<file path="config.mk">
export PLATFORM = sky130hd
export DESIGN_NAME = mem_ctrl
export DESIGN_NICKNAME = d
export VERILOG_FILES = /design/src/rtl/mem_ctrl.sv
export SDC_FILE = /design/constraint.sdc
export NUM_CORES = 1
export LEC_CHECK = 0
export ABC_AREA = 0
export BUFFER_PORTS_ARGS = -buffer_cell sky130_fd_sc_hd__buf_4
export CORE_MARGIN = 2
export CORE_UTILIZATION = 45
export CTS_CLUSTER_DIAMETER = 200
export DETAILED_ROUTE_END_ITERATION = 10
export PLACE_DENSITY = 0.68
export SYNTH_ARGS = -nofsm -noshare
export SYNTH_HDL_FRONTEND = slang
export SYNTH_SLANG_ARGS = --single-unit
</file>
<file path="constraint.sdc">
create_clock -name clk_in -period 9.78 [get_ports clk_in]
set_input_delay 0.978 -clock clk_in [delete_from_list [all_inputs] [get_ports clk_in]]
set_output_delay 0.978 -clock clk_in [all_outputs]
set_load 0.02 [all_outputs]
</file>
<file path="src/rtl/mem_ctrl.sv">
// Byte-bus memory controller: arbitrates IF/LS and splits each access into 8-bit bus cycles.
// Reads finish in n+2 cycles and writes in n+1, plus stalls; rdy_in low freezes the whole block.
module mem_ctrl #(
  parameter bit LS_PRIORITY = 1'b1
) (
  input  logic        clk_in,
  input  logic        rst_in,
  input  logic        rdy_in,
  input  logic [7:0]  mem_din,
  output logic [7:0]  mem_dout,
  output logic [31:0] mem_a,
  output logic        mem_wr,
  input  logic        io_buffer_full,
  input  logic        if_req,
  input  logic [31:0] if_addr,
  output logic        if_done,
  output logic [31:0] if_data,
  input  logic        flush,
  input  logic        ls_req,
  input  logic        ls_we,
  input  logic [1:0]  ls_size,
  input  logic [31:0] ls_addr,
  input  logic [31:0] ls_wdata,
  output logic        ls_done,
  output logic [31:0] ls_rdata
);

  localparam logic [1:0] IDLE  = 2'd0;
  localparam logic [1:0] READ  = 2'd1;
  localparam logic [1:0] WRITE = 2'd2;

  logic [1:0]  state;
  logic [31:0] addr, wdata, acc;
  logic [2:0]  n, k;
  logic        owner_ls, wr_q;

  logic        if_ok, ls_ok, grant_ls, grant_if, stall;
  logic [31:0] grant_addr, acc_next;
  logic [2:0]  grant_n, k_inc;
  logic [5:0]  cap_sh;
  logic [7:0]  wbyte;

  // A raised done output masks its own requester, so a held req is not re-served.
  assign if_ok      = if_req && !if_done && !flush;
  assign ls_ok      = ls_req && !ls_done;
  assign grant_ls   = ls_ok && (LS_PRIORITY || !if_ok);
  assign grant_if   = if_ok && !grant_ls;
  assign grant_addr = grant_ls ? ls_addr : if_addr;

  always_comb begin
    grant_n = 3'd4;
    if (grant_ls) begin
      case (ls_size)
        2'b00:   grant_n = 3'd1;
        2'b01:   grant_n = 3'd2;
        default: grant_n = 3'd4;
      endcase
    end
  end

  // In READ, k counts cycles: byte k-1 arrives on mem_din while k runs 1..n.
  assign k_inc    = k + 3'd1;
  assign cap_sh   = {k - 3'd1, 3'b000};
  assign acc_next = acc | ({24'd0, mem_din} << cap_sh);
  assign wbyte    = 8'(wdata >> {k_inc, 3'b000});

  // UART stall has to act in the same cycle the buffer reports full.
  assign stall  = wr_q && (mem_a[17:16] == 2'b11) && io_buffer_full;
  assign mem_wr = wr_q && rdy_in && !stall;

  always_ff @(posedge clk_in or posedge rst_in) begin
    if (rst_in) begin
      state    <= IDLE;
      addr     <= '0;
      wdata    <= '0;
      acc      <= '0;
      n        <= '0;
      k        <= '0;
      owner_ls <= 1'b0;
      wr_q     <= 1'b0;
      mem_a    <= '0;
      mem_dout <= '0;
      if_done  <= 1'b0;
      ls_done  <= 1'b0;
      if_data  <= '0;
      ls_rdata <= '0;
    end else if (rdy_in) begin
      if_done <= 1'b0;
      ls_done <= 1'b0;
      case (state)
        IDLE: begin
          if (grant_ls || grant_if) begin
            owner_ls <= grant_ls;
            addr     <= grant_addr;
            n        <= grant_n;
            wdata    <= ls_wdata;
            acc      <= '0;
            k        <= '0;
            mem_a    <= grant_addr;
            if (grant_ls && ls_we) begin
              state    <= WRITE;
              mem_dout <= ls_wdata[7:0];
              wr_q     <= 1'b1;
            end else begin
              state    <= READ;
              mem_dout <= '0;
              wr_q     <= 1'b0;
            end
          end
        end
        READ: begin
          if (!owner_ls && flush) begin
            state <= IDLE;
            mem_a <= '0;
          end else begin
            if (k != 3'd0) acc <= acc_next;
            if (k == n) begin
              state <= IDLE;
              if (owner_ls) begin
                ls_done  <= 1'b1;
                ls_rdata <= acc_next;
              end else begin
                if_done <= 1'b1;
                if_data <= acc_next;
              end
            end
            k     <= k_inc;
            mem_a <= (k_inc < n) ? addr + {29'd0, k_inc} : 32'd0;
          end
        end
        WRITE: begin
          if (!stall) begin
            if (k_inc == n) begin
              state    <= IDLE;
              ls_done  <= 1'b1;
              mem_a    <= '0;
              mem_dout <= '0;
              wr_q     <= 1'b0;
            end else begin
              k        <= k_inc;
              mem_a    <= addr + {29'd0, k_inc};
              mem_dout <= wbyte;
            end
          end
        end
        default: state <= IDLE;
      endcase
    end
  end

endmodule

</file>
; ---- After elaboration in Yosys (flattened, before gate mapping)
; Index checks and enable logic that the tools add are counted.
[totals]
elab_cells = 113
in_bits = 114
mem_count = 0
rom_bits = 0
ram_bits = 0
out_inout_bits = 107
latchBits = 0
regBits = 212
[classes]
shift = 2
div = 0
eq_ne = 13
magnitude_cmp = 1
reduce_logical = 32
addsub = 3
muxes = 45
bitwise = 3
n_mul = 0
[ops]
columns = cell, count
row1 = 2-to-1 mux 32 bit, 9
row2 = case mux 32 bit (3 select lines), 1
row3 = case mux 32 bit (2 select lines), 1
row4 = adder 32 x 3 -> 32 bit, 1
row5 = 2-to-1 mux 8 bit, 4
row6 = bitwise OR 32 bit, 1
row7 = << shifter 8 x 6 -> 32 bit, 1
row8 = >> shifter 32 x 6 -> 8 bit, 1
row9 = AND reduction 5 bit, 5
row10 = case mux 8 bit (2 select lines), 1
row11 = 2-to-1 mux 3 bit, 5
row12 = 2-to-1 mux 1 bit, 13
row13 = 2-to-1 mux 2 bit, 6
row14 = "!= test 2 bit, second input constant", 6
row15 = logical AND 1 bit, 10
row16 = case mux 3 bit (3 select lines), 1
row17 = AND reduction 4 bit, 2
row18 = equality test 3 bit, 2
row19 = zero test 1 bit, 6
row20 = case mux 2 bit (3 select lines), 1
row21 = case mux 3 bit (2 select lines), 1
row22 = AND reduction 6 bit, 1
row23 = nonzero test 3 bit, 2
row24 = "equality test 2 x 1 -> 1 bit, second input constant", 2
row25 = other kinds (11), 16

; ---- Logic depth before layout (Yosys ltp)
[depth]
depth_word = 7
mapped_depth = 10
depth_no_buf = 9

; ---- Worst setup path after synthesis
; OpenSTA, ideal clock, no wires.
[synth_path]
kind = reg2reg
startpoint = register k[0]
endpoint = register mem_a[25]
synth_period_minus_slack_ns = 2.848
path_stages_with_launch = 11
setup_ns = 0.121
required_time_ns = 9.659
n_path_buf = 1
t_arrival_ns = 2.726
path_slack_ns = 6.932
cell_sequence = dfrtp_1 -> ha_1 -> xnor2_1 -> inv_1 -> ha_1 -> nand3_1 -> a211o_2 -> buf_6 -> o41ai_1 -> a21oi_1 -> o22a_1
[synth_between]
elab_chain_cells = 5
elab_cells_between_ends = 9
classes_between = add/sub: 2 / order compare: 1 / eq/ne: 1 / mux: 5
[synth_rtl]
columns = element, line_no
row1 = from (decl), 34  ; logic [2:0] n, k;
row2 = from (signal assigned), 127  ; k <= k_inc;
row3 = from (signal assigned), 140  ; k <= k_inc;
row4 = adder 3 x 1 -> 3 bit (*), 62  ; assign k_inc = k + 3'd1;
row5 = "adder 32 x 3 -> 32 bit, or another cell as far along", "128, 141"
row6 = "2-to-1 mux 32 bit, on equally long branches", "133, 128"
row7 = "2-to-1 mux 32 bit, on equally long branches", "132, 112"
row8 = case mux 32 bit (3 select lines) (*), 90  ; case (state)
row9 = to (signal assigned), 99  ; mem_a <= grant_addr;
row10 = to (signal assigned), 128  ; mem_a <= (k_inc < n) ? addr + {29'd0, k_inc} : 32'd0;
row11 = to (signal assigned), 141  ; mem_a <= addr + {29'd0, k_inc};
row12 = to (decl), 11  ; output logic [31:0] mem_a,
; Mark *: on every way between the ends. The rest lies on a longest branch, timed or not. The select of a mux whose other input is x is not followed.
; A chain may end at the register's enable or synchronous reset.

; ---- Worst setup path in the final report
[layout_path]
startpoint = register k[0]
endpoint = register mem_a[24]
; Same word-level chain as after synthesis.

==> impl_metrics.tcl <==
set metrics [dict create \
    cpPeakStageDelay_ps 920 \
    insertion_delay_ps 510 \
    synth_cells 1026 \
    wl_mm 25.8 \
    worst_clock_skew_ps 12.6 \
    drive_above_1_share 0.247 \
    ff2ff_path_depth 7 \
    worstReg2RegEnd "mem_a[24]" \
    die_area_mm2 0.0233 \
    holdCritStartpoint "wdata[6]" \
    grt_pass1_wl_mm 42.2 \
    synth-adder-area-share 0.0184 \
    ant_nets 0 \
    drv_slew 0 \
    synthesis.area_mm2 0.00992 \
    antenna_found_initial 0 \
    fin_crit_sh 0.433 \
    yosys_warnings 0 \
    place_congestion 0.860 \
    mostFrequentLayoutCell "buf_4" \
    yosysUniqueCellTypes 64 \
    timing.hold.ws_ps 476 \
    firstDrtPassIters 5 \
    place_area_mm2 0.0117 \
    syn_to_final_growth_pct 25.7 \
    cts_root_buf "clkbuf_16" \
    cts_tree "built" \
    rows 54 \
    ys_async_sr_fraction 1.00 \
    hold_depth 2 \
    vias 8074 \
    worstPathMaxFanout 17 \
    stdcell_area_mm2 0.0125 \
    place_hpwl_mm 18.0 \
    synth_edf_count 0 \
    hp-class "reg2reg" \
    cpMostUsedCell "ha_1" \
    synth_compound_gate_area_share 0.158 \
    cts_buffers 23 \
    status "complete, no violations" \
    cp.arrival_ps 4650 \
    diodes 0 \
    worst-path-buf-inv 1 \
    tightestPinTransition_ps 1130 \
    relSlewSlack 0.246 \
    core_area_mm2 0.0218 \
    start_kind "flop" \
    io_pins 221 \
    timing.setup.tns_ps 0 \
    chipHeight_um 152 \
    setup_viol 0 \
    ff_latch_area_mm2 0.00531 \
    finalHoldViolations 0 \
    crit_family "compound AO/OA/AOI/OAI gates" \
    io_buffer_count 220 \
    avgRoutedWirePerCell_um 17.0 \
    final_nets 1343 \
    synth_nets 1154 \
    ys_seq_area_frac 0.535 \
    grt_pass1_vias 7889 \
    crit_type "reg2reg" \
    holdBufCountCts 0 \
    grt_overflow 0 \
    post-cts-setup-buffers 0 \
    drt_iter0_markers 616 \
    vdd_drop_max_uv 117 \
    rsz0062_at_grt "no" \
    crit_start "k[0]" \
    p_leak_uw 0.00599 \
    synthMuxAreaShare 0.0555 \
    dieWidth_um 152 \
    r2r_slack_ps 5540 \
    rr_startpoint "k[0]" \
    yosys.area_share.simple 0.173 \
    via_per_inst 5.34 \
    num-fill-cells 1972 \
    crit_slowest_cell "ha_1" \
    gr-usage-all-layers 0.220 \
    synth_top_family_by_area "simple AND/OR/NAND/NOR gates" \
    cts_max_level 1 \
    start_util 0.456 \
    multi_input_area_mm2 0.00427 \
    final_core_util 0.573 \
    max_freq_mhz 236 \
    grt_max_degree 140 \
    synth_xor_area_frac 0.0238 \
    path_clk_slew_ps 60 \
    cp_data_required_time_ps 10200 \
    syn_avg_cell_area_um2 9.67 \
    post_cts_resized 0 \
    finalCriticalPeriod_ps 4240 \
    cp-end-kind "flop" \
    synth_flop_cell "dfrtp_1" \
    clock-sinks 212 \
    cap_violations 0 \
    cts_buffer_depth 3 \
    final_cell_mix "buf_4 (230), dfrtp_1 (212), nand2_1 (194)" \
    path_cells "inv_1 > ha_1 > ha_1 > a31oi_1 > a32o_1 > nand2_1 > o22ai_1" \
    powerDensity_mw_per_mm2 316 \
    worstHoldEndpoint "wdata[6]" \
    drc 0 \
    power_uw 3940 \
    ys_ff_latch 212 \
]
[routing by layer]
layer | global-route usage | routed length, um
met1 | 0.335 | 12000
met2 | 0.335 | 11700
met3 | 0.0313 | 1590
met4 | 0.0494 | 481
met5 | 0 | 0
[cell families after synthesis]
kind of cell | after synthesis
compound gates | 264
xor+xnor | 27
fa+ha+maj | 14
buf+inv | 82
flops | 212
mux | 45
simple gates | 382
[report_power, final]
group          leakage, uW  internal [uW]  switching, uW
Combinational      0.00287            657            929
Sequential         0.00274           1220            280
Clock             0.000373            500            349
[cells in the mapped netlist, drive strengths merged, types with 6 or more instances]
master / instances / area (um^2)
a32oi: 9 / 78.8
mux2i: 37 / 370
o22ai: 11 / 68.8
nor2: 115 / 432
o21a: 8 / 60.1
o21ai: 87 / 435
xnor2: 15 / 131
nand2: 194 / 728
ha: 13 / 163
nand3: 14 / 70.1
clkbuf: 37 / 160
dfrtp: 212 / 5310
nand4: 14 / 109
xor2: 12 / 105
inv: 16 / 60.1
nor3b: 6 / 70.1
buf: 29 / 141
o221ai: 9 / 78.8
mux4: 8 / 180
a21oi: 110 / 551
or3: 9 / 57.6
[final cells by class]
class	instances	share of cell area
Sequential cell	212	0.425
Multi-Input combinational cell	732	0.343
Timing Repair Buffer	230	0.138
Clock buffer	36	0.0573
Tap cell	280	0.0281
Inverter	16	0.00542
Clock inverter	5	0.00261
[state kept, by name (all words and copies together) (netlist names)]
signal    count
if_data      32
n             3
acc          32
wdata        32
if_done       1
wr_q          1
mem_a        32
state         2
ls_rdata     32
addr         32
mem_dout      8
owner_ls      1
ls_done       1
k             3
[per-stage QoR]
step                      worst slack, ps  instances
after floorplan                      3010       1026
after global placement               5650       1470
after detailed placement             5470       1470
after CTS                            5460       1511
after global routing                 5060       1511
final                                5540       1511
[tightest hold or removal path: stages, from the launching register on]
cell	delay, ps
dfrtp_1	340
nand2_1	50
nand2_1	60
[worst max-delay path by stage]
stage	to	slack, ps	depth (start not counted)
floorplan	acc[0]	3010	1
global placement	mem_a[27]	5650	7
detailed placement	mem_a[24]	5470	7
CTS	mem_a[24]	5460	7
global route	mem_a[24]	5060	7
finish	mem_a[24]	5540	7
Power figures use the tool's default switching activity.
